File: config.mk
export PLATFORM = sky130hd
export DESIGN_NAME = enemy_walker
export DESIGN_NICKNAME = d
export VERILOG_FILES = /design/src/rtl/enemy_walker.sv
export SDC_FILE = /design/constraint.sdc
export NUM_CORES = 1
export LEC_CHECK = 0
export ABC_AREA = 1
export CAP_MARGIN = 10
export CORE_MARGIN = 2
export CORE_UTILIZATION = 30
export DETAILED_ROUTE_END_ITERATION = 16
export GPL_TIMING_DRIVEN = 0
export PLACE_DENSITY = 0.52
export RECOVER_POWER = 50
export SLEW_MARGIN = 30
export SYNTH_ARGS = -nofsm -noshare
export SYNTH_HDL_FRONTEND = slang
export SYNTH_SLANG_ARGS = --single-unit
File: constraint.sdc
create_clock -name frame_clk -period 2.1 [get_ports frame_clk]
set_input_delay 0.42 -clock frame_clk [delete_from_list [all_inputs] [get_ports frame_clk]]
set_output_delay 0.42 -clock frame_clk [all_outputs]
set_load 0.02 [all_outputs]
File: src/rtl/enemy_walker.sv
// Patrolling ground enemy: walks a bounded path at a divided tick rate, turns at the
// patrol limit, playfield edge or wall, and can be stomped (squish, then dead) and respawned.
module enemy_walker #(
  parameter int X_START      = 280,
  parameter int Y_START      = 399,
  parameter int X_MIN        = 0,
  parameter int X_MAX        = 639,
  parameter int SIZE         = 16,
  parameter int STEP         = 1,
  parameter int PATROL_DIST  = 160,
  parameter int TICK_DIV     = 416667,
  parameter int TURN_PAUSE   = 8,
  parameter int SQUISH_TICKS = 30,
  parameter int SQUISH_YS    = 8,
  parameter int START_DIR    = 0
) (
  input  logic       frame_clk,
  input  logic       Reset,
  input  logic       enable,
  input  logic       stomp,
  input  logic       wall_hit,
  input  logic       respawn,
  output logic [9:0] EnemyX,
  output logic [9:0] EnemyY,
  output logic [9:0] EnemyXS,
  output logic [9:0] EnemyYS,
  output logic       reverse,
  output logic       alive,
  output logic       squished
);

  typedef enum logic [1:0] {WALK, TURN, SQUISH, DEAD} state_t;

  // +2 keeps every counter at least one bit wide and able to hold its terminal count
  localparam int TW = $clog2(TICK_DIV + 2);
  localparam int DW = $clog2(PATROL_DIST + 2);
  localparam int PW = $clog2(TURN_PAUSE + 2);
  localparam int SW = $clog2(SQUISH_TICKS + 2);

  localparam logic [9:0]  X_RST   = 10'(X_START);
  localparam logic [9:0]  Y_RST   = 10'(Y_START);
  localparam logic [9:0]  Y_SQ    = 10'(Y_START + SIZE - SQUISH_YS);
  localparam logic [9:0]  SZ      = 10'(SIZE);
  localparam logic [9:0]  SQ_YS   = 10'(SQUISH_YS);
  localparam logic [9:0]  X_RMAX  = 10'(X_MAX - SIZE + 1);
  localparam logic [9:0]  X_LMIN  = 10'(X_MIN);
  localparam logic [9:0]  STEP10  = 10'(STEP);
  localparam logic [10:0] R_LIM   = 11'(X_MAX - SIZE + 1);
  localparam logic [10:0] L_LIM   = 11'(X_MIN + STEP);
  localparam logic [10:0] STEP11  = 11'(STEP);
  localparam logic        DIR_RST = (START_DIR != 0);

  state_t          state_q, state_d;
  logic [TW-1:0]   tick_cnt_q, tick_cnt_d;
  logic [DW-1:0]   dist_cnt_q, dist_cnt_d;
  logic [PW-1:0]   pause_cnt_q, pause_cnt_d;
  logic [SW-1:0]   squish_cnt_q, squish_cnt_d;
  logic [9:0]      x_q, x_d, y_q, y_d, xs_q, xs_d, ys_q, ys_d;
  logic            rev_q, rev_d, alive_q, alive_d, sq_q, sq_d;

  logic            tick, do_turn, edge_r, edge_l, patrol_done;
  logic [10:0]     x_ext;

  always_comb begin
    state_d      = state_q;
    tick_cnt_d   = tick_cnt_q;
    dist_cnt_d   = dist_cnt_q;
    pause_cnt_d  = pause_cnt_q;
    squish_cnt_d = squish_cnt_q;
    x_d          = x_q;
    y_d          = y_q;
    xs_d         = xs_q;
    ys_d         = ys_q;
    rev_d        = rev_q;
    alive_d      = alive_q;
    sq_d         = sq_q;
    do_turn      = 1'b0;

    tick  = enable && (int'(tick_cnt_q) == TICK_DIV - 1);
    if (enable) tick_cnt_d = tick ? '0 : tick_cnt_q + TW'(1);

    // edge tests in 11 bits so X+STEP never wraps past the 10-bit range
    x_ext       = {1'b0, x_q};
    edge_r      = !rev_q && (x_ext + STEP11 > R_LIM);
    edge_l      = rev_q && (x_ext < L_LIM);
    patrol_done = (int'(dist_cnt_q) + 1 == PATROL_DIST);

    if (respawn) begin
      state_d      = WALK;
      tick_cnt_d   = '0;
      dist_cnt_d   = '0;
      pause_cnt_d  = '0;
      squish_cnt_d = '0;
      x_d          = X_RST;
      y_d          = Y_RST;
      xs_d         = SZ;
      ys_d         = SZ;
      rev_d        = DIR_RST;
      alive_d      = 1'b1;
      sq_d         = 1'b0;
    end else if (stomp && (state_q == WALK || state_q == TURN)) begin
      state_d      = SQUISH;
      ys_d         = SQ_YS;
      y_d          = Y_SQ;
      sq_d         = 1'b1;
      squish_cnt_d = '0;
    end else if (wall_hit && state_q == WALK) begin
      do_turn = 1'b1;
    end else if (tick) begin
      case (state_q)
        WALK: begin
          if (edge_r) begin
            x_d     = X_RMAX;
            do_turn = 1'b1;
          end else if (edge_l) begin
            x_d     = X_LMIN;
            do_turn = 1'b1;
          end else begin
            x_d        = rev_q ? x_q - STEP10 : x_q + STEP10;
            dist_cnt_d = dist_cnt_q + DW'(1);
            do_turn    = patrol_done;
          end
        end
        TURN: begin
          pause_cnt_d = pause_cnt_q + PW'(1);
          if (int'(pause_cnt_q) + 1 >= TURN_PAUSE) state_d = WALK;
        end
        SQUISH: begin
          squish_cnt_d = squish_cnt_q + SW'(1);
          if (int'(squish_cnt_q) + 1 >= SQUISH_TICKS) begin
            state_d = DEAD;
            sq_d    = 1'b0;
            alive_d = 1'b0;
          end
        end
        default: ;
      endcase
    end

    if (do_turn) begin
      rev_d       = !rev_q;
      dist_cnt_d  = '0;
      pause_cnt_d = '0;
      state_d     = (TURN_PAUSE == 0) ? WALK : TURN;
    end
  end

  always_ff @(posedge frame_clk or posedge Reset) begin
    if (Reset) begin
      state_q      <= WALK;
      tick_cnt_q   <= '0;
      dist_cnt_q   <= '0;
      pause_cnt_q  <= '0;
      squish_cnt_q <= '0;
      x_q          <= X_RST;
      y_q          <= Y_RST;
      xs_q         <= SZ;
      ys_q         <= SZ;
      rev_q        <= DIR_RST;
      alive_q      <= 1'b1;
      sq_q         <= 1'b0;
    end else begin
      state_q      <= state_d;
      tick_cnt_q   <= tick_cnt_d;
      dist_cnt_q   <= dist_cnt_d;
      pause_cnt_q  <= pause_cnt_d;
      squish_cnt_q <= squish_cnt_d;
      x_q          <= x_d;
      y_q          <= y_d;
      xs_q         <= xs_d;
      ys_q         <= ys_d;
      rev_q        <= rev_d;
      alive_q      <= alive_d;
      sq_q         <= sq_d;
    end
  end

  assign EnemyX   = x_q;
  assign EnemyY   = y_q;
  assign EnemyXS  = xs_q;
  assign EnemyYS  = ys_q;
  assign reverse  = rev_q;
  assign alive    = alive_q;
  assign squished = sq_q;

endmodule

Yosys cells after proc, flatten, opt, wreduce, memory -nomap -nowiden
Cells that the tools add are included.
{"block": "op_classes", "add_sub_neg": 10, "magnitude_cmp": 4, "eq_ne": 14, "muxes": 59, "n_reduce_logical": 30}
{"op": "$mux 10", "count": 12}
{"op": "$mux 8", "count": 8}
{"op": "$mux 19", "count": 3}
{"op": "$mux 5", "count": 5}
{"op": "$mux 4", "count": 6}
{"op": "$add 19x1->19 const B", "count": 1}
{"op": "$eq 19x18->1 const B", "count": 1}
{"op": "$reduce_bool 3->1", "count": 6}
{"op": "$mux 1", "count": 17}
{"op": "$ne 3x3->1 const B", "count": 5}
{"op": "$mux 2", "count": 7}
{"op": "$reduce_bool 2->1", "count": 7}
{"op": "$reduce_and 4->1", "count": 3}
{"op": "$add 10x1->11 const B", "count": 1}
{"op": "$gt 11x10->1 const B", "count": 1}
{"op": "$add 10x1->10 const B", "count": 1}
{"op": "$lt 10x1->1 const B", "count": 1}
{"op": "$reduce_and 5->1", "count": 2}
{"op": "$sub 10x1->10 const B", "count": 1}
{"op": "$add 8x1->9 const B", "count": 1}
{"op": "$eq 9x8->1 const B", "count": 1}
{"op": "$add 8x1->8 const B", "count": 1}
{"op": "$add 5x1->6 const B", "count": 1}
{"op": "$ge 6x5->1 const B", "count": 1}
{"op": "19 further kinds", "count": 24}
{"block": "totals", "register_bits": 71, "input_bits": 6, "output_inout_bits": 43, "wordCells": 128}

Logic depth before layout (Yosys ltp)
Gate-level depths: netlist (run 1).
{"block": "depth", "word_depth": 11, "depth_mapped": 20, "mapped_depth_nobuf": 19}

Worst setup path before layout (run 1)
Ideal clock, no wire load.
{"block": "synth_path", "path_kind": "register to register", "from": "register x_q[0], in the netlist EnemyX[0]", "to": "register dist_cnt_q[3]", "setup_time_ns": 0.074, "arrival_time_ns": 2.151, "t_required_ns": 2.026, "setup_slack_ns": -0.125, "stages_incl_launch_ff": 21, "n_path_buf": 1, "period_less_slack_ns": 2.225, "cell_sequence": "dfrtp_1 > ha_1 > nand2_2 > nor2_4 > nand3_2 > nand2_1 > nand2_1 > nor2_1 > nand2_1 > nand2_1 > nand2_2 > nand2_4 > nand2_4 > nand2_4 > nand2_2 > nand2_2 > nand2_2 > o21ai_2 > buf_6 > nand2_2 > o21ai_2"}
{"block": "synth_via", "elab_chain_len": 11, "word_cells_on_any_way": 20, "cone_classes": "1 x add/sub; 2 x order compare; 4 x eq/ne; 8 x mux; 5 x reduce/logical"}
{"item": "start, declared", "line": "58", "rtl": "logic [9:0] x_q, x_d, y_q, y_d, xs_q, xs_d, ys_q, ys_d;"}
{"item": "start signal, assigned", "line": "155", "rtl": "x_q <= X_RST;"}
{"item": "start signal, assigned", "line": "168", "rtl": "x_q <= x_d;"}
{"item": "$add 10x1->11 or $lt 10x1->1 (tied branches)", "line": "84, 85"}
{"item": "$gt 11x10->1 or $logic_and 1x1->1 (tied branches)", "line": "84, 85"}
{"item": "$logic_and 1x1->1 or $mux 1 (tied branches)", "line": "84, 115"}
{"item": "$mux 1", "line": "112", "rtl": "if (edge_r) begin"}
{"item": "$mux 1", "line": "110", "rtl": "case (state_q)"}
{"item": "$mux 1", "line": "109", "rtl": "end else if (tick) begin"}
{"item": "$mux 1", "line": "107", "rtl": "end else if (wall_hit && state_q == WALK) begin"}
{"item": "$mux 1", "line": "101", "rtl": "end else if (stomp && (state_q == WALK || state_q == TURN)) begin"}
{"item": "$mux 1", "line": "88", "rtl": "if (respawn) begin"}
{"item": "$ne 3x3->1 (no line) or $reduce_bool 3->1 (tied branches)"}
{"item": "$reduce_and 6->1 (no line)"}
{"item": "end signal, assigned", "line": "165", "rtl": "dist_cnt_q <= dist_cnt_d;"}
{"item": "end, declared", "line": "55", "rtl": "logic [DW-1:0] dist_cnt_q, dist_cnt_d;"}
Several ways; a longest one is shown, not always the timed one.
A chain may end at the register's enable or synchronous reset.

Final worst setup path (run 1)
{"block": "layout_path", "from": "register x_q[0], in the netlist EnemyX[0]", "to": "register x_q[0], in the netlist EnemyX[0]"}
{"block": "layout_via", "elab_chain_len": 9, "word_cells_on_any_way": 15, "cone_classes": "3 x add/sub; 2 x order compare; 8 x mux; 2 x reduce/logical"}
{"item": "$add 10x1->11, or another cell as far along", "line": "84", "rtl": "edge_r = !rev_q && (x_ext + STEP11 > R_LIM);"}
{"item": "$gt 11x10->1, or another cell as far along", "line": "84"}
{"item": "$logic_and 1x1->1 or $mux 10 (tied branches)", "line": "84, 115"}
{"item": "$mux 10 *", "line": "112"}
{"item": "$mux 10 *", "line": "110"}
{"item": "$mux 10 *", "line": "109"}
{"item": "$mux 10 *", "line": "107"}
{"item": "$mux 10 *", "line": "101"}
{"item": "$mux 10 *", "line": "88"}
Every way passes the cells marked *; elsewhere a longest branch is shown, timed or not. The select of a mux whose other input is x is not followed.

==> impl_metrics.toml, run 1 <==
[outcome]
status = "complete, but fails checks"
violations = "negative setup slack"

[floorplanning]
initial_utilization = 0.305
die_y_um = 116
rows = 41
floorplan.die.width_um = 116
die_area_um2 = 13600
top_level_ports = 49
core_um2 = 12500

[min_path]
holdPathStages = 2
hold_path_class = "reg2reg"

[timing]
worst_hold_slack_ns = 0.491
setup_ws_ns = -0.158
worst_slew_pin_slew_ns = 0.614
setup_viol = 19
min_period_over_period = 1.08
fmax_mhz = 443
hold_violations = 0
worst_slew_margin_rel = 0.589
finalSetupTns_ns = -2.24
rsz0062_at_grt = "true"
timing.final.crit_period_ns = 2.26
worst_clock_skew_ns = 0.00789
report.final.slew_viol_count = 0

[clock_network]
cts_tree = "built"
clkTransAtPathRegs_ns = 0.07
cts_root_buf = "clkbuf_16"
clk_path_buf_depth = 2
clk_latency_ns = 0.29
h-tree-depth = 2
cts_buffers = 5
cts_sinks = 53

[detailed_routing]
num_vias = 3624
wl_um = 9620
drcViolationCount = 0
postRouteAntennaNets = 0
dr.pass1.iters = 4
routedWlPerCell_um = 12.2
routed_via_density = 4.60
first_iter_violations = 142

[power]
p_seq_frac = 0.398
p_leak_nw = 2.33
p_sw_frac = 0.351
p_int_mw = 1.90
combPwrFrac = 0.326
p_clk_frac = 0.276
p_per_area_nw_per_um2 = 576
power_switching_mw = 1.03
ir_worst_vdd_v = 0.000369

[worst_setup_path]
cp-end-kind = "flop"
crit_required_ns = 2.29
startpoint_type = "flop"
crit_type = "reg2reg"
reg2regPathDepth = 13
worstPathArrival_ns = 2.44
critPathMaxFanout = 4

[logic_synthesis]
synth_area_um2 = 3800
synthCells = 522
synth_ff_type = "dfrtp_1"
synth_edf_count = 0
ys_ff_latch = 53
syn_area_per_cell_um2 = 7.27
ys_async_sr_fraction = 1.00
ys_seq_area_frac = 0.351
ys_warn_count = 0
yosys.cell_types.count = 45

[finish]
final_area_um2 = 5090
layout.nets = 630
fillCellCount = 1300
final_core_util = 0.408
num_antenna_cells = 0
areaGrowthSynthToFinish_pct = 34.0
drive_gt1_frac = 0.289

[placed_design]
globalplace.congestion = 0.870
port_buffers = 22
dp_hpwl_um = 6910
placed_area_um2 = 4360

[global_routing]
grt_max_degree = 41
antenna_found_initial = 0
grtUsageTotal = 0.144
grt_pass1_vias = 3396
grt_pass1_wl_um = 15700
overflow = 0

[job]
maxCapViolCount = 0
## worst max-delay path: stages (launching register included)
cell and delay (ns):
dfrtp_2 0.44, buf_4 0.16, inv_4 0.08, ha_4 0.15
inv_1 0.07, nor2_2 0.16, nand2_2 0.10, nor3_4 0.22
nand3_2 0.14, buf_4 0.16, nand3_4 0.11, nor2_4 0.06
buf_4 0.14, o21a_1 0.15
## metal layers
| metal | global-route usage | part of all wire |
|---|---|---|
| met1 | 0.183 | 0.44 |
| met2 | 0.253 | 0.50 |
| met3 | 0.0208 | 0.041 |
| met4 | 0.0397 | 0.020 |
| met5 | 0 | 0 |
## through the flow
step / setup WS [ns] / instances / total power, mW
after floorplan: -0.00139 / 546 / 1.79
after global placement: -0.942 / 740 / 1.98
after detailed placement: -0.737 / 741 / 2.00
after CTS: -0.149 / 778 / 2.91
after global routing: -0.313 / 788 / 3.11
final: -0.158 / 788 / 2.93
## layout by cell type, fill, tap and decap left out, types with 6 or more instances in the layout
cell type / synthesis / layout
ha_1: 9 / 6
conb_1: 2 / 26
nand3_2: 4 / 6
buf_6: 2 / 7
nand3_1: 41 / 37
nand4_1: 11 / 11
nand2_4: 3 / 8
nand2_1: 112 / 107
nand2_2: 15 / 15
o22ai_1: 9 / 6
xor2_1: 14 / 14
nor3_1: 14 / 11
nor2_4: 2 / 10
nor2_1: 62 / 49
inv_1: 65 / 58
nor2_2: 3 / 8
clkdlybuf4s50_1: 0 / 19
o21ai_2: 9 / 10
dfrtp_1: 48 / 45
o21ai_0: 17 / 15
buf_4: 29 / 63
## Yosys cell counts, types with 5 or more instances
cell type | instances | area share
nand3_1 | 41 | 0.054
nand2_2 | 15 | 0.025
a21oi_1 | 7 | 0.0092
nor2_1 | 62 | 0.061
buf_4 | 29 | 0.057
dfstp_2 | 5 | 0.035
inv_1 | 65 | 0.064
nand4_1 | 11 | 0.018
ha_1 | 9 | 0.030
o21ai_0 | 17 | 0.022
o21ai_2 | 9 | 0.021
xor2_1 | 14 | 0.032
nor3_1 | 14 | 0.018
o22ai_1 | 9 | 0.015
nand2_1 | 112 | 0.11
dfrtp_1 | 48 | 0.32
## timing repair
action	CTS	global route
resized for setup	40	41
pin swaps	23	12
setup endpoints to repair	41	33
setup buffers	29	10
gates cloned	1	0
hold buffers	0	0
hold endpoints to repair	0	0
## cell families after synthesis
kind of cell / share of synthesized area
buf+inv: 0.137
compound gates: 0.112
xor+xnor: 0.0369
simple gates: 0.328
flops: 0.351
other cells: 0.00198
mux: 0.00264
fa+ha+maj: 0.0297
## state kept, by name, summed over array words and instances, names as in the netlist, 2 cells and up
name,cells
EnemyX,10
dist_cnt_q,8
squish_cnt_q,5
tick_cnt_q,19
pause_cnt_q,4
state_q,2
## power by group through the flow
stage / Clock (mW) / Sequential, mW / Combinational, mW
final: 0.808 / 1.16 / 0.956
after global placement: 0 / 1.19 / 0.794
after detailed placement: 0 / 1.19 / 0.813
after global routing: 0.877 / 1.17 / 1.05
after CTS: 0.838 / 1.16 / 0.912
after floorplan: 0 / 1.19 / 0.598
## cell type report
| class | instances | area (um2) | area share |
|---|---|---|---|
| Tap cell | 172 | 215 | 0.0423 |
| Buffer | 35 | 265 | 0.0522 |
| Multi-Input combinational cell | 388 | 2310 | 0.454 |
| Inverter | 70 | 279 | 0.0549 |
| Clock buffer | 5 | 125 | 0.0246 |
| Clock inverter | 3 | 17.5 | 0.00344 |
| Sequential cell | 53 | 1340 | 0.263 |
| Timing Repair Buffer | 62 | 537 | 0.106 |
## path summary, 6_finish.rpt
path | startpoint | end | slack, ns
max in group asynchronous | Reset | EnemyX[1] | 0.47
min in group asynchronous | Reset | tick_cnt_q[15] | 0.62
worst max register to register | EnemyX[0] | EnemyX[0] | -0.16
worst min register to register | EnemyY[3] | EnemyY[3] | 0.49
worst max-delay path | EnemyX[0] | EnemyX[0] | -0.16
worst min-delay path | EnemyY[3] | EnemyY[3] | 0.49
(Power assumes the default switching activity.)
==> run 2, diff against run 1 <==
Settings changed: SLEW_MARGIN 30 to 20.
==> run 2 against run 1 <==
  * The flow still finishes with violations (negative setup slack)
  * First-iteration DRC count grew 13%
  * Worst hold slack worse by 0.00058 ns
  * Critical path depth is 1 higher
  * Final cell count increased by 0.25%
  * Wire length down 1.3%
  * Die area is the same
  * Register-to-register slack got worse by 0.08 ns
  * Via count is 0.47% lower
  * Fmax fell by 3.4%
  * Flip-flop and latch count did not move
  * Global-route usage rose by 0.25 points
  * Critical endpoint is now EnemyX[5]
==> impl_metrics.toml, run 2 (same netlist as run 1, synthesis figures left out) <==
[job]
maxCapViolCount = 0

[global_routing]
grt_pass1_vias = 3458
busiest_layer = "met2"
grt_use_met1 = 0.185
grt_use_met2 = 0.257
grt_pass1_wl_um = 16000
antenna_found_initial = 0
met3_usage = 0.0244
grtUsageTotal = 0.146
overflow = 0
grt_max_degree = 54

[worst_setup_path]
crit_path_frequent_cell = "buf_4"
crit_required_ns = 2.30
cpPeakStageDelay_ns = 0.63
startpoint_type = "flop"
critPathLaunch = "EnemyX[4]"
slowest_stage = "dfstp_2"
crit_chain = "nand2_4 -> o21bai_1 -> nand2_2 -> buf_4 -> buf_4 -> buf_4 -> buf_4 -> buf_4 -> buf_4 -> buf_4 -> buf_4 -> nand2_2 -> a31oi_1 -> o22ai_1"
rrSetupSlack_ns = -0.24
critPathMaxFanout = 7
worstPathArrival_ns = 2.54
crit_end = "EnemyX[5]"
cp-end-kind = "flop"
reg2regPathDepth = 14
rr_endpoint = "EnemyX[5]"
r2r_start = "EnemyX[4]"
crit_type = "reg2reg"

[placed_design]
globalplace.congestion = 0.870
dp_hpwl_um = 6860
port_buffers = 22
post-place-ws_ns = -0.746

[timing]
setup_viol = 22
fmax_mhz = 428
worst_slew_margin_rel = 0.242
worst_slew_pin_slew_ns = 1.14
worst_clock_skew_ns = 0.00840
report.final.slew_viol_count = 0
min_period_over_period = 1.11
worst_hold_slack_ns = 0.490
rsz0062_at_grt = "true"
setup_ws_ns = -0.236
timing.final.crit_period_ns = 2.34
hold_violations = 0

[min_path]
min_from = "EnemyY[3]"
hold_path_class = "reg2reg"

[detailed_routing]
first_iter_violations = 161
routedWlPerCell_um = 12.0
num_vias = 3607
dr.pass1.iters = 4
routed_via_density = 4.57
postRouteAntennaNets = 0
drcViolationCount = 0
wl_um = 9490

[finish]
layout.nets = 632
largest_reg_flops = 19
layout_common_cells = "nand2_1, buf_4, inv_1"
layout_commonest_cell = "nand2_1"
largest_register = "tick_cnt_q"
num_antenna_cells = 0
multi_input_area_um2 = 2240
fillCellCount = 1320
areaGrowthSynthToFinish_pct = 32.2
seq_area_um2 = 1340
drive_gt1_frac = 0.277

[outcome]
violations = "negative setup slack"
status = "complete, but fails checks"

[floorplanning]
die_y_um = 116
top_level_ports = 49
rows = 41
die_area_um2 = 13600
initial_utilization = 0.305
core_um2 = 12500
floorplan.die.width_um = 116

[clock_network]
h-tree-depth = 2
cts_root_buf = "clkbuf_16"
cts_buffers = 5
clkTransAtPathRegs_ns = 0.07
cts_tree = "built"
clk_latency_ns = 0.29
clk_path_buf_depth = 2
cts_sinks = 53

[power]
ir_worst_vdd_v = 0.000424
p_leak_nw = 2.34
p_per_area_nw_per_um2 = 580
==> run 2: cell types whose count changed in the layout (fill, tap and decap cells not counted), sizes merged <==
cell | before | now
clkinvlp | 3 | 2
clkbuf | 8 | 6
clkdlybuf4s50 | 19 | 20
dlymetal6s2s | 1 | 0
inv | 67 | 68
buf | 72 | 76
==> run 2: repair_timing <==
| item | CTS | global route |
|---|---|---|
| gates cloned | 1 | 0 |
| buffers inserted | 31 | 11 |
| gates resized for setup | 35 | 27 |
| pin swaps | 19 | 14 |
| endpoints found under the setup margin | 41 | 34 |
| hold buffers | 0 | 0 |
==> run 2: metal layers <==
layer / up-vias / part of all wire
met5: - / 0
met4: 0 / 0.015
met3: 12 / 0.033
met2: 63 / 0.49
met1: 1703 / 0.46
li1: 1829 / -
==> run 2: power breakdown <==
part	switching, mW	internal (mW)	leakage [nW]	total (mW)
Sequential	0.0695	1.09	0.710	1.16
Clock	0.367	0.438	0.0696	0.806
Combinational	0.576	0.366	1.56	0.942
==> run 2: worst max-delay path: cells and delay by family, from the launching register on <==
family / cells / cell delay [ns]
buffers and inverters: 8 / 0.99
flip-flops: 1 / 0.63
AO/OA/AOI/OAI: 3 / 0.39
AND/OR/NAND/NOR: 3 / 0.25
==> run 2: how the worst min path moves through the flow <==
stage                       to  slack (ns)  cells after the start
floorplan           state_q[0]        0.46                      2
CTS                  EnemyY[3]        0.50                      2
finish               EnemyY[3]        0.49                      2
global placement     EnemyY[3]        0.48                      2
detailed placement  state_q[0]        0.48                      2
global route         EnemyY[3]        0.51                      2
==> run 2: per-stage QoR <==
| step | utilization | setup TNS [ns] | instance area [um2] | cells | power, mW |
|---|---|---|---|---|---|
| final | 0.403 | -3.16 | 5020 | 790 | 2.91 |
| after global routing | 0.403 | -7.83 | 5020 | 790 | 3.10 |
| after CTS | 0.389 | -2.15 | 4840 | 779 | 2.91 |
| after detailed placement | 0.348 | -20.40 | 4340 | 740 | 1.99 |
| after global placement | 0.348 | -57.35 | 4340 | 740 | 1.98 |
| after floorplan | - | -0.00363 | 3900 | 546 | 1.79 |
==> run 2: final cells by class <==
| class | count | area share |
|---|---|---|
| clock buffer | 5 | 0.0249 |
| inverter | 70 | 0.0543 |
| sequential | 53 | 0.266 |
| timing repair buffer | 64 | 0.110 |
| tap | 172 | 0.0429 |
| clock inverter | 3 | 0.00349 |
| multi-input combinational | 388 | 0.447 |
| buffer | 35 | 0.0516 |
==> run 3, diff against run 2 <==
Settings changed: SLEW_MARGIN 20 to unset.
==> run 3 against run 2 <==
  * The run still ends with negative setup slack left
  * Critical path type unchanged
  * Largest power group unchanged
  * Total power grew 2.9%
  * Sequential share of layout area grew 0.21 points
  * Non-clock buffer count shrank 11
  * Flip-flop and latch count is the same
  * Clock skew grew 0.0015 ns
  * Critical path depth is the same
==> impl_metrics.toml, run 3 (same netlist as run 1, synthesis figures left out) <==
[power]
p_leak_nw = 2.30
p_int_mw = 1.95
ir_worst_vdd_v = 0.000362
combPwrFrac = 0.326
p_clk_frac = 0.285
p_sw_frac = 0.350
p_seq_frac = 0.389
power_switching_mw = 1.05
p_per_area_nw_per_um2 = 601
fin_total_pwr_mw = 3.00

[finish]
layout_commonest_cell = "nand2_1"
fillCellCount = 1299
layout_common_cells = "nand2_1, inv_1, buf_4"
finalNonFillerCells = 779
largest_reg_flops = 19
largest_register = "tick_cnt_q"
num_antenna_cells = 0
layout.nets = 621
final_core_util = 0.400
drive_gt1_frac = 0.270
areaGrowthSynthToFinish_pct = 31.3

[detailed_routing]
num_vias = 3557
wl_um = 9430
first_iter_violations = 206
routedWlPerCell_um = 12.1
postRouteAntennaNets = 0
drcViolationCount = 0
dr.pass1.iters = 4
routed_via_density = 4.57

[timing]
rsz0062_at_grt = "true"
worst_clock_skew_ns = 0.00994
setup_viol = 18
worst_slew_pin_slew_ns = 0.563
min_period_over_period = 1.11
setup_ws_ns = -0.231
fmax_mhz = 429
report.final.slew_viol_count = 0
worst_slew_margin_rel = 0.624
hold_violations = 0
timing.final.crit_period_ns = 2.33

[clock_network]
clkTransAtPathRegs_ns = 0.07
h-tree-depth = 2
cts_root_buf = "clkbuf_16"
clk_latency_ns = 0.29
clk_path_buf_depth = 2
postCtsHoldBufs = 0
cts_buffers = 5
cts_tree = "built"
cts_sinks = 53

[placed_design]
port_buffers = 22
globalplace.congestion = 0.870
dp_hpwl_um = 6830
post-place-ws_ns = -0.700
placed_cells = 741

[floorplanning]
die_y_um = 116
die_area_um2 = 13600
floorplan.die.width_um = 116
initial_utilization = 0.305
top_level_ports = 49
core_um2 = 12500
rows = 41

[global_routing]
grt_max_degree = 41
overflow = 0
antenna_found_initial = 0
grtUsageTotal = 0.146
grt_pass1_vias = 3389
grt_pass1_wl_um = 16000

[worst_setup_path]
critPathMaxFanout = 7
r2r_start = "EnemyX[4]"
crit_required_ns = 2.31
rr_endpoint = "EnemyX[5]"
crit_type = "reg2reg"
critPathLaunch = "EnemyX[4]"
reg2regPathDepth = 14
cp-end-kind = "flop"
startpoint_type = "flop"
worstPathArrival_ns = 2.54
rrSetupSlack_ns = -0.23

[min_path]
hold_path_class = "reg2reg"
holdPathEnd = "EnemyY[3]"
min_from = "EnemyY[3]"
holdPathStages = 2

[outcome]
status = "complete, but fails checks"
violations = "negative setup slack"

[job]
maxCapViolCount = 0
-- run 3: how the worst max path moves through the flow --
| stage | cells past startpoint | slack, ns | endpoint |
|---|---|---|---|
| after floorplan | 17 | -0.001 | dist_cnt_q[3] |
| after global placement | 2 | -0.94 | EnemyX[1] |
| after detailed placement | 11 | -0.70 | EnemyX[7] |
| after CTS | 17 | -0.19 | dist_cnt_q[5] |
| after global routing | 17 | -0.40 | pause_cnt_q[2] |
| final | 14 | -0.23 | EnemyX[5] |
-- run 3: power by group through the flow --
stage	combinational, mW	sequential (mW)	clock [mW]
final	0.976	1.16	0.855
after global routing	1.08	1.17	0.933
after global placement	0.794	1.19	0
after detailed placement	0.809	1.19	0
after CTS	0.927	1.16	0.881
after floorplan	0.598	1.19	0
-- run 3: area by class of cell --
| class | count | area, um2 | area share |
|---|---|---|---|
| clock inverter | 2 | 13.8 | 0.00276 |
| clock buffer | 6 | 139 | 0.0279 |
| buffer | 35 | 262 | 0.0524 |
| inverter | 70 | 269 | 0.0540 |
| multi-input combinational | 388 | 2290 | 0.460 |
| tap | 172 | 215 | 0.0432 |
| timing repair buffer | 53 | 459 | 0.0921 |
| sequential | 53 | 1340 | 0.268 |
-- run 3: routing by layer --
metal	share of wire	global-route usage	vias up
met1	0.45	0.193	1661
li1	-	-	1804
met3	0.037	0.0213	16
met2	0.50	0.250	76
met5	0	0	-
met4	0.015	0.0389	0
-- run 3: per-stage QoR --
step | cell area [um2] | setup TNS, ns | hold slack (ns)
after floorplan | 3900 | -0.00363 | 0.464
after CTS | 4830 | -2.08 | 0.414
final | 4990 | -3.22 | 0.494
after global placement | 4340 | -57.35 | 0.479
after global routing | 4990 | -7.00 | 0.529
after detailed placement | 4360 | -20.06 | 0.487
-- run 3: timing repair --
action                                  4_1_cts  5_1_grt
gates cloned                                  2        0
gates resized for setup                      36       35
buffers inserted                             24        6
endpoints found under the setup margin       40       31
pin swaps                                    15       26
-- run 3: critical path: stages (launching register included) --
cell and delay (ns):
dfstp_2 0.63, nand2_4 0.10, o21bai_1 0.19, nand2_2 0.10, buf_4 0.14, buf_4 0.12
buf_4 0.12, buf_4 0.12, buf_4 0.12, buf_4 0.12, buf_4 0.12, buf_6 0.10
nand2_2 0.05, a31oi_1 0.08, o22ai_1 0.13
